<file path="src/rtl/seq_mult_ctrl.sv">
// Shift-add unsigned multiplier: one partial-product bit per clock, WIDTH cycles per operation.
// Valid/ready on both sides; operands accepted only in IDLE, product held in DONE until taken.
module seq_mult_ctrl #(
    parameter int WIDTH = 4,
    parameter int CNT_W = $clog2(WIDTH + 1)
) (
    input  logic                 clk,
    input  logic                 rst,
    input  logic                 clear,
    input  logic                 in_valid,
    output logic                 in_ready,
    input  logic [WIDTH-1:0]     a,
    input  logic [WIDTH-1:0]     b,
    output logic                 out_valid,
    input  logic                 out_ready,
    output logic [2*WIDTH-1:0]   product,
    output logic                 busy
);

    typedef enum logic [1:0] {
        IDLE = 2'd0,
        RUN  = 2'd1,
        DONE = 2'd2
    } state_t;

    localparam logic [CNT_W-1:0] LAST = CNT_W'(WIDTH - 1);

    state_t           state;
    state_t           state_nxt;
    logic [WIDTH:0]   acc;
    logic [WIDTH:0]   sum;
    logic [WIDTH-1:0] mcand;
    logic [WIDTH-1:0] mplier;
    logic [CNT_W-1:0] count;
    logic             accept;

    assign accept = (state == IDLE) && in_valid && !clear;
    assign sum    = acc + (mplier[0] ? {1'b0, mcand} : '0);

    always_ff @(posedge clk or posedge rst) begin
        if (rst) begin
            state <= IDLE;
        end else begin
            state <= state_nxt;
        end
    end

    always_comb begin
        state_nxt = state;
        case (state)
            IDLE:    if (accept) state_nxt = RUN;
            RUN:     if (count == LAST) state_nxt = DONE;
            DONE:    if (out_ready) state_nxt = IDLE;
            default: state_nxt = IDLE;
        endcase
        // Abort wins over every transition, including acceptance in IDLE.
        if (clear) begin
            state_nxt = IDLE;
        end
    end

    always_ff @(posedge clk or posedge rst) begin
        if (rst) begin
            acc    <= '0;
            mcand  <= '0;
            mplier <= '0;
            count  <= '0;
        end else if (clear) begin
            count <= '0;
        end else begin
            case (state)
                IDLE: begin
                    if (in_valid) begin
                        mcand  <= a;
                        mplier <= b;
                        acc    <= '0;
                        count  <= '0;
                    end
                end
                RUN: begin
                    // Low product bits shift into the spent multiplier positions.
                    {acc, mplier} <= {sum, mplier} >> 1;
                    count         <= count + 1'b1;
                end
                default: ;
            endcase
        end
    end

    assign in_ready  = (state == IDLE);
    assign out_valid = (state == DONE);
    assign busy      = (state != IDLE);
    assign product   = {acc[WIDTH-1:0], mplier};

endmodule

</file>
<file path="config.mk">
export PLATFORM = sky130hd
export DESIGN_NAME = seq_mult_ctrl
export DESIGN_NICKNAME = d
export VERILOG_FILES = /design/src/rtl/seq_mult_ctrl.sv
export SDC_FILE = /design/constraint.sdc
export NUM_CORES = 1
export LEC_CHECK = 0
export ABC_AREA = 1
export CORE_MARGIN = 2
export CORE_UTILIZATION = 28
export DETAILED_ROUTE_END_ITERATION = 8
export PLACE_DENSITY_LB_ADDON = 0.1
export SETUP_SLACK_MARGIN = 0.1
export SLEW_MARGIN = 20
export SYNTH_ARGS = -nofsm -noshare
export SYNTH_HDL_FRONTEND = slang
export SYNTH_SLANG_ARGS = --single-unit
export TNS_END_PERCENT = 1
</file>
<file path="constraint.sdc">
create_clock -name clk -period 2.4 [get_ports clk]
set_clock_uncertainty 0.2 [all_clocks]
set_input_delay 0.36 -clock clk [delete_from_list [all_inputs] [get_ports clk]]
set_output_delay 0.36 -clock clk [all_outputs]
set_load 0.1 [all_outputs]
</file>
# --- Yosys cells after proc, flatten, opt, wreduce, memory -nomap -nowiden ---
# Index checks and enable logic that the tools add are counted.
op_classes:
  n_addsub: 2
  eq_ne: 8
  mux: 13
  n_bitwise: 1
  n_reduce_logical: 11
op_table:
  columns: ["cell", "n"]
  rows:
  - ["case mux 5 bit (2 select lines)", 1]
  - ["AND reduction 3 bit", 3]
  - ["two-way mux 2 bit", 4]
  - ["two-way mux 4 bit", 2]
  - ["case mux 4 bit (2 select lines)", 1]
  - ["two-way mux 3 bit", 2]
  - ["!= test 3 x 2 -> 1 bit (second input constant)", 2]
  - ["!= test 3 bit (second input constant)", 2]
  - ["case mux 2 bit (3 select lines)", 1]
  - ["case mux 3 bit (2 select lines)", 1]
  - ["adder 5 x 4 -> 5 bit", 1]
  - ["two-way mux 5 bit", 1]
  - ["nonzero test 2 bit", 2]
  - ["adder 3 x 1 -> 3 bit (second input constant)", 1]
  - ["== test 3 x 2 -> 1 bit (second input constant)", 1]
  - ["nonzero test 3 bit", 1]
  - ["== test 2 x 1 -> 1 bit (second input constant)", 1]
  - ["== test 2 bit (second input constant)", 1]
  - ["logical AND 1 bit", 2]
  - ["zero test 2 bit", 1]
  - ["!= test 2 bit (second input constant)", 1]
  - ["AND reduction 2 bit", 1]
  - ["zero test 1 bit", 1]
  - ["inverter 1 bit", 1]
word_totals:
  ff_bits: 18
  in_bits: 13
  word_cells: 40

# --- Logic depth before layout (Yosys ltp) ---
# Gate-level depths: netlist of run 1.
logic_depth:
  word_depth: 6
  mapped_depth: 10
  depth_no_buf: 10

# --- Worst setup path after synthesis of run 1 ---
# Ideal clock, no wire load.
synth_timing:
  path_type: "flip-flop to flip-flop"
  from: "register state[1]"
  to: "register state[1]"
  setup_ns: 0.121
  arrival_ns: 2.121
  required_ns: 2.079
  slack_ns: -0.041
  stages_incl_launch_ff: 6
  n_path_buf: 0
  synth_period_minus_slack_ns: 2.441
  cell_sequence: "dfrtp_1 -> inv_2 -> nor2_1 -> nand2_1 -> nand4_1 -> nand2_1"
synth_between:
  elab_cells_between_ends: 11
  classes_between: "eq/ne: 5; mux: 2; reduce/logical: 4"
synth_lines:
  columns: ["item", "line", "text"]
  rows:
  - ["start, declared", "28", "state_t state;"]
  - ["start signal, assigned", "44", "state <= state_nxt;"]
  - ["== test 2 bit (*)", null, null]
  - ["via out_valid", "14", "output logic out_valid,"]
  - ["!= test 3 x 2 -> 1 bit (no source line) / case mux 2 bit (3 select lines) (equally long branches)", null, null]
  - ["AND reduction 3 bit (no source line) / two-way mux 2 bit (equally long branches)", null, null]
# Mark *: on every way through the listed nets, which the timed path passes. The rest lies on a longest branch.
# A chain may end at the register's enable or synchronous reset.

# --- Worst setup path in the final report of run 1 ---
layout_timing:
  from: "register mplier[0]"
  to: "register acc[1]"
layout_between:
  elab_chain_cells: 3
layout_rtl:
  columns: ["item", "line", "text"]
  rows:
  - ["start, declared", "33", "logic [WIDTH-1:0] mplier;"]
  - ["start signal, assigned", "82", "{acc, mplier} <= {sum, mplier} >> 1;"]
  - ["two-way mux 4 bit", "38", "assign sum = acc + (mplier[0] ? {1'b0, mcand} : '0);"]
  - ["adder 5 x 4 -> 5 bit", "38", null]
  - ["case mux 5 bit (2 select lines)", "71", "case (state)"]
  - ["end signal, assigned", "82", null]
  - ["end, declared", "30", "logic [WIDTH:0] acc;"]
# No other way between the ends.

==> results by group, run 1 <==
Status
  – Status: finished, final reports clean

Floorplanning
  – Rows: 21
  – Die Ht: 63.8 microns
  – Core ar.: between 0.003 and 0.004 sq mm
  – Die X: around 64 microns
  – I/O pin count: 24
  – Die area: 0.00406 sq mm
  – Starting Density: roughly 30%

Yosys
  – Main combinational cell family by area after synthesis: simple AND/OR/NAND/NOR gates
  – Yosys top cell by area: dfrtp_1
  – Top cell type's share of synthesized area: 42.6%
  – Post-Synth Simple-Gate Area: 26.7%
  – Unique masters post-synth: 22
  – Yosys Warn Count: 0
  – Adder-cell share of the synthesized area: 9.51%
  – Post-Syn Area: 1000 sq um
  – Syn_area_per_cell: 7.81 sq um
  – Count of state elements after synthesis: 17
  – Post-synthesis mux area share: 0%
  – Compound-Gate Fraction of Synth Area: 10.1%
  – Top cells by area, synth: dfrtp_1 43%, nand2_1 16%, inv_1 8.3%, ha_1 7.5%, o21ai_0 4.5%
  – Synth Net Count: 148
  – XOR/XNOR share of the synthesized area: 0%
  – Synth Instances: 128
  – Seq/Total Area, Yosys: a little over two fifths

Critical path
  – Critical path arrival: about 1.8 ns
  – CP peak stage delay: ~0.45 ns
  – CP bufs+invs: 3
  – Setup crit start kind: register
  – Delay-heaviest family, CP: adder cells
  – Setup Crit Path Kind: register to register
  – Slowest CP cell: dfrtp_1
  – CP required: 2.42 ns
  – CP endpoint kind: register
  – CP Max Fanout: 6
  – Crit path top cell by count: inv_1
  – Crit-path cells: nand2_1, inv_1, ha_1, inv_1, fa_1, inv_1, or2_2, nand3_1, o21ai_2

Clocking
  – Hold_buf cts: 0
  – CTS tree: yes
  – Clock-pin transition on the worst setup and hold timing paths: ~0.11 ns
  – Inserted Clock Buffers: 3
  – Clk_lat worst skew: 0.28 ns
  – CTS sink count: 17
  – H-tree Lvls: 1
  – # resized after CTS: 0
  – Root Driver: clkbuf_4
  – Clock tree buffer depth: 2
  – Post-CTS Setup Bufs: 0

STA
  – Final max-slew violation count: 0
  – Fin. Hold Viols: 0
  – Total negative slack: 0 ns
  – Final worst setup slack: 0.586 ns
  – Min cycle time layout: 1.81 ns
  – Max Clock Freq: 551 MHz
  – Period utilization: 75.6%
  – Final setup fails: 0
  – RSZ-0062 raised after global routing: false
  – Rel. slew slack: ~53%
  – Slew @ Worst Pin: 0.709 ns
  – WHS: 0.274 ns

GRT
  – Total GRT Usage: 11.3%
  – Global-route wire length before repair: 3.57 mm
  – Initial antenna violation count: 0
  – Largest net degree at the start of global routing: 18
  – Gr ovfl total: 0
  – Vias in the first global route: between 800 and 900

Routing
  – DR vias: ~830
  – Number of vias per cell: 4.13
  – DRC viols: 0
  – Drt pass-1 iters: 4
  – Detailed-route wire length: roughly 2.0 mm
  – DR iter-0 viols: 23
  – Post-route ant nets: 0
  – WL per Instance: 10.2 microns

Finish
  – Most frequent cells in the layout: 43 x nand2_1, 22 x inv_1, 17 x dfrtp_1
  – Diodes inserted: 0
  – Leading cell type in the layout, fill and taps excluded: nand2_1
  – Final Net Count: 175
  – Area grow syn2layout: 28.2%
  – Layout cells sized above 1: between 10% and 20%

Run
  – MaxCap Viol Count: 0

Placement
  – Pre-CTS worst setup slack: 0.519 ns
  – HPWL Detailed: 1.63 mm
  – Gpl congestion: 0.703
  – IO Port Bufs: 23

Pwr
  – Pwr/cell area: ~670 mW/mm^2
  – Static leakage: 0.709 nW
  – VDD IR max: 0.218 mV

Min path
  – Class of the worst hold path: input port to async pin
[synth_stat cells]
cell type  count
fa_1           1
o21ai_0        9
a21oi_4        1
or2_2          1
nor2_1         3
nand3_2        1
nand3_1        7
ha_1           6
inv_2          3
buf_6          1
o21ai_2        2
dfrtp_1       17
nand4_1        1
a21oi_1        2
inv_1         22
o21ai_1        1
nand2_1       43
o31ai_1        1
nor2_4         1
nor2_2         1
nand2_2        3
inv_4          1
[kinds of logic after synthesis]
logic type,Yosys count
adders and majority gates,7
buffers and inverters,27
AOI/OAI and AO/OA,16
and+or+nand+nor,61
DFF,17
[state kept, by name, summed over array words and instances, names as in the netlist]
register	cells
state	2
count	3
acc	4
mplier	4
mcand	4
[path summary, 6_finish.rpt]
kind,cells past startpoint,from,to,slack [ns]
max in group asynchronous,2,rst,mplier[1],1.28
worst min register to register,2,count[2],count[2],0.29
min in group clk,2,count[2],count[2],0.29
worst min-delay path,2,rst,acc[3],0.27
worst max register to register,9,mplier[0],acc[1],0.59
worst max-delay path,9,mplier[0],acc[1],0.59
[power by group]
group | total [mW] | switching, mW | leakage (nW) | internal (mW)
clock network | 0.156 | 0.0933 | 0.0139 | 0.0632
registers | 0.350 | 0.0282 | 0.223 | 0.322
logic | 0.355 | 0.264 | 0.472 | 0.0912
total | 0.862 | 0.386 | 0.709 | 0.476
[metrics by stage]
| stage | area (sq um) | power (mW) | cells | util [%] |
|---|---|---|---|---|
| 3_3_place_gp | 1250 | 0.712 | 196 | 36.9 |
| 5_1_grt | 1280 | 0.920 | 200 | 37.8 |
| 2_1_floorplan | 1000 | 0.627 | 128 | - |
| 3_5_place_dp | 1250 | 0.714 | 196 | 36.9 |
| 6_report | 1280 | 0.862 | 200 | 37.8 |
| 4_1_cts | 1280 | 0.879 | 200 | 37.8 |
[per-layer routing]
metal  routed length, microns  global-route usage [%]  up-vias  part of all wire, %
li1                         -                       -      446                    -
met1                     1000                    13.8      363                   49
met2                      912                    19.1       15                   45
met3                      105                    2.82        2                  5.2
met4                       15                    4.08        0                 0.74
met5                        0                       0        -                    0
[cell type report]
type | instances | area [sq um]
flip-flops and latches | 17 | 425
clock inverters | 1 | 7.51
fillers | 370 | 2110
multi-input cells | 84 | 465
well taps | 46 | 57.6
repair buffers | 23 | 203
clock buffers | 3 | 22.5
inverters | 26 | 100
(Power assumes the default switching activity.)
==> run 2, diff against run 1 <==
Clock period 2.4 ns to 1.85 ns, I/O delays scaled along.
==> results by group, run 2 (synthesis results as in run 1) <==
Critical path
  – CP required: 1.86 ns (-0.56 ns)
  – Setup Crit Path Kind: register to register
  – Critical path arrival: 1.71 ns (-0.13 ns)
  – CP Max Fanout: 4 (-2)
  – CP endpoint kind: register
  – Setup crit start kind: register

Finish
  – Most frequent cells in the layout: 41 x nand2_1, 20 x inv_1, 14 x dfrtp_1
  – Layout cells sized above 1: 27.7% (+8.2 points)
  – Regs by FF count: acc x4, mcand x4, mplier x4
  – Fill cells: 336 (-9.2%)
  – Area grow syn2layout: 47.9%
  – Leading cell type in the layout, fill and taps excluded: nand2_1
  – Diodes inserted: 0 (unchanged)
  – Final Net Count: 180 (+2.9%)
  – Cell area after layout: 0.00148 sq mm (+15%)
  – Post-Layout Cell Count: 205 (+2.5%)
  – Fin util: 43.6% (+5.8 points)

GRT
  – Largest net degree at the start of global routing: 18 (unchanged)
  – Global-route wire length before repair: 3.59 mm (+0.56%)
  – Gr ovfl total: 0 (unchanged)
  – Total GRT Usage: 11.2% (-0.025 points)
  – Vias in the first global route: 812 (-2.2%)
  – Initial antenna violation count: 0 (unchanged)

Clocking
  – Inserted Clock Buffers: 3 (unchanged)
  – CTS sink count: 17 (unchanged)
  – Hold_buf cts: 0 (unchanged)
  – Clk_lat worst skew: 0.30 ns (+0.02 ns)
  – CTS tree: yes
  – Root Driver: clkbuf_4
  – Clock-pin transition on the worst setup and hold timing paths: 0.11 ns (about the same)
  – H-tree Lvls: 1 (unchanged)
  – Clock tree buffer depth: 2 (unchanged)

Placement
  – Gpl congestion: 0.758 (+7.9%)
  – HPWL Detailed: 1.60 mm (-2.3%)
  – Post-DP Area: 0.00141 sq mm (+12%)
  – Pre-CTS worst setup slack: 0.0839 ns (-0.435 ns)
  – Placed Cells: 198 (+1.0%)
  – IO Port Bufs: 23 (unchanged)

STA
  – Rel. slew slack: 81.8% (+29 points)
  – Period utilization: 92.0% (+16 points)
  – WHS: 0.0670 ns (-0.207 ns)
  – Fin. Hold Viols: 0 (unchanged)
  – Total negative slack: 0 ns (unchanged)
  – RSZ-0062 raised after global routing: true
  – Min cycle time layout: 1.70 ns (-0.112 ns)
  – Max Clock Freq: 587 MHz (+6.6%)
  – Slew @ Worst Pin: 0.272 ns (-0.437 ns)
  – Final max-slew violation count: 0 (unchanged)
  – Final worst setup slack: 0.147 ns (-0.438 ns)
  – Final setup fails: 0 (unchanged)

Floorplanning
  – Rows: 21 (unchanged)
  – Die area: 0.00406 sq mm (unchanged)
  – Core ar.: 0.00339 sq mm (unchanged)
  – Starting Density: 29.5% (unchanged)
  – Die Ht: 63.8 microns (unchanged)
  – I/O pin count: 24 (unchanged)
  – Die X: 63.8 microns (unchanged)

Routing
  – DR WL met3: 105 microns (unchanged)
  – DRC viols: 0 (unchanged)
  – WL per Instance: 9.85 microns (-3.2%)
  – Post-route ant nets: 0 (unchanged)
  – DR vias: 869 (+5.2%)
  – Max Used Layer: met4
  – Drt pass-1 iters: 4 (unchanged)
  – Detailed-route wire length: 2.02 mm (-0.79%)
  – Wire length on met1: 972 microns (-3.0%)
  – Detail Route met2 WL: 925 microns (+1.4%)
  – Number of vias per cell: 4.24 (+2.6%)
  – DR iter-0 viols: 57 (+150%)

Pwr
  – Pwr/cell area: 838 mW/mm^2 (+25%)
  – VDD IR max: 0.444 mV (+100%)
  – Static leakage: 0.765 nW (+7.8%)
  – Pwr Total: 1.24 mW (+44%)

Run
  – MaxCap Viol Count: 0 (unchanged)

Min path
  – Class of the worst hold path: input port to async pin

Status
  – Status: finished, final reports clean
-- run 2: cell types whose count changed in the layout (fill, tap and decap cells not counted), moves of 2 or more --
cell,before,now
inv_1,22,20
buf_4,11,5
inv_2,3,5
buf_12,0,11
nand2_2,3,5
dfrtp_2,0,3
dfrtp_1,17,14
nand2_1,43,41
-- run 2: area by class of cell --
type	count	area (sq um)	area share [%]
Timing Repair Buffer	28	378	25.5
Clock buffer	4	26.3	1.78
Tap cell	46	57.6	3.89
Multi-Input combinational cell	84	488	33.0
Inverter	26	100	6.77
Sequential cell	17	429	29.0
-- run 2: per-layer routing --
layer | up-vias | GRT usage [%]
met5 | - | 0
met4 | 0 | 3.26
met3 | 2 | 4.05
met2 | 17 | 17.8
met1 | 393 | 14.4
li1 | 457 | -
-- run 2: final timing paths --
kind / end / start / cells after the start / slack (ns)
min in group clk: count[2] / count[2] / 2 / 0.28
max in group asynchronous: acc[3] / rst / 3 / 1.18
worst max register to register: acc[1] / mplier[0] / 9 / 0.15
worst min-delay path: mplier[1] / rst / 3 / 0.07
worst min register to register: count[2] / count[2] / 2 / 0.28
worst max-delay path: acc[1] / mplier[0] / 9 / 0.15
-- run 2: critical path: stages (launching register included) --
cell and delay (ns):
dfrtp_2 0.44, nand2_2 0.07, inv_2 0.04, ha_4 0.14, inv_1 0.06, fa_2 0.19
inv_2 0.04, or2_2 0.26, nand3_1 0.09, o21ai_2 0.06
-- run 2: where the power goes --
group          total (mW)  leakage (nW)  switching, mW  internal, mW
sequential          0.466         0.219         0.0468         0.420
clock               0.208        0.0150          0.124        0.0839
combinational       0.566         0.531          0.357         0.209
total                1.24         0.765          0.527         0.712
-- run 2: timing repair --
action                     in CTS  in global routing
pin swaps                       0                  3
setup buffers                   1                  2
gates resized for setup         0                  8
setup endpoints to repair       2                  5
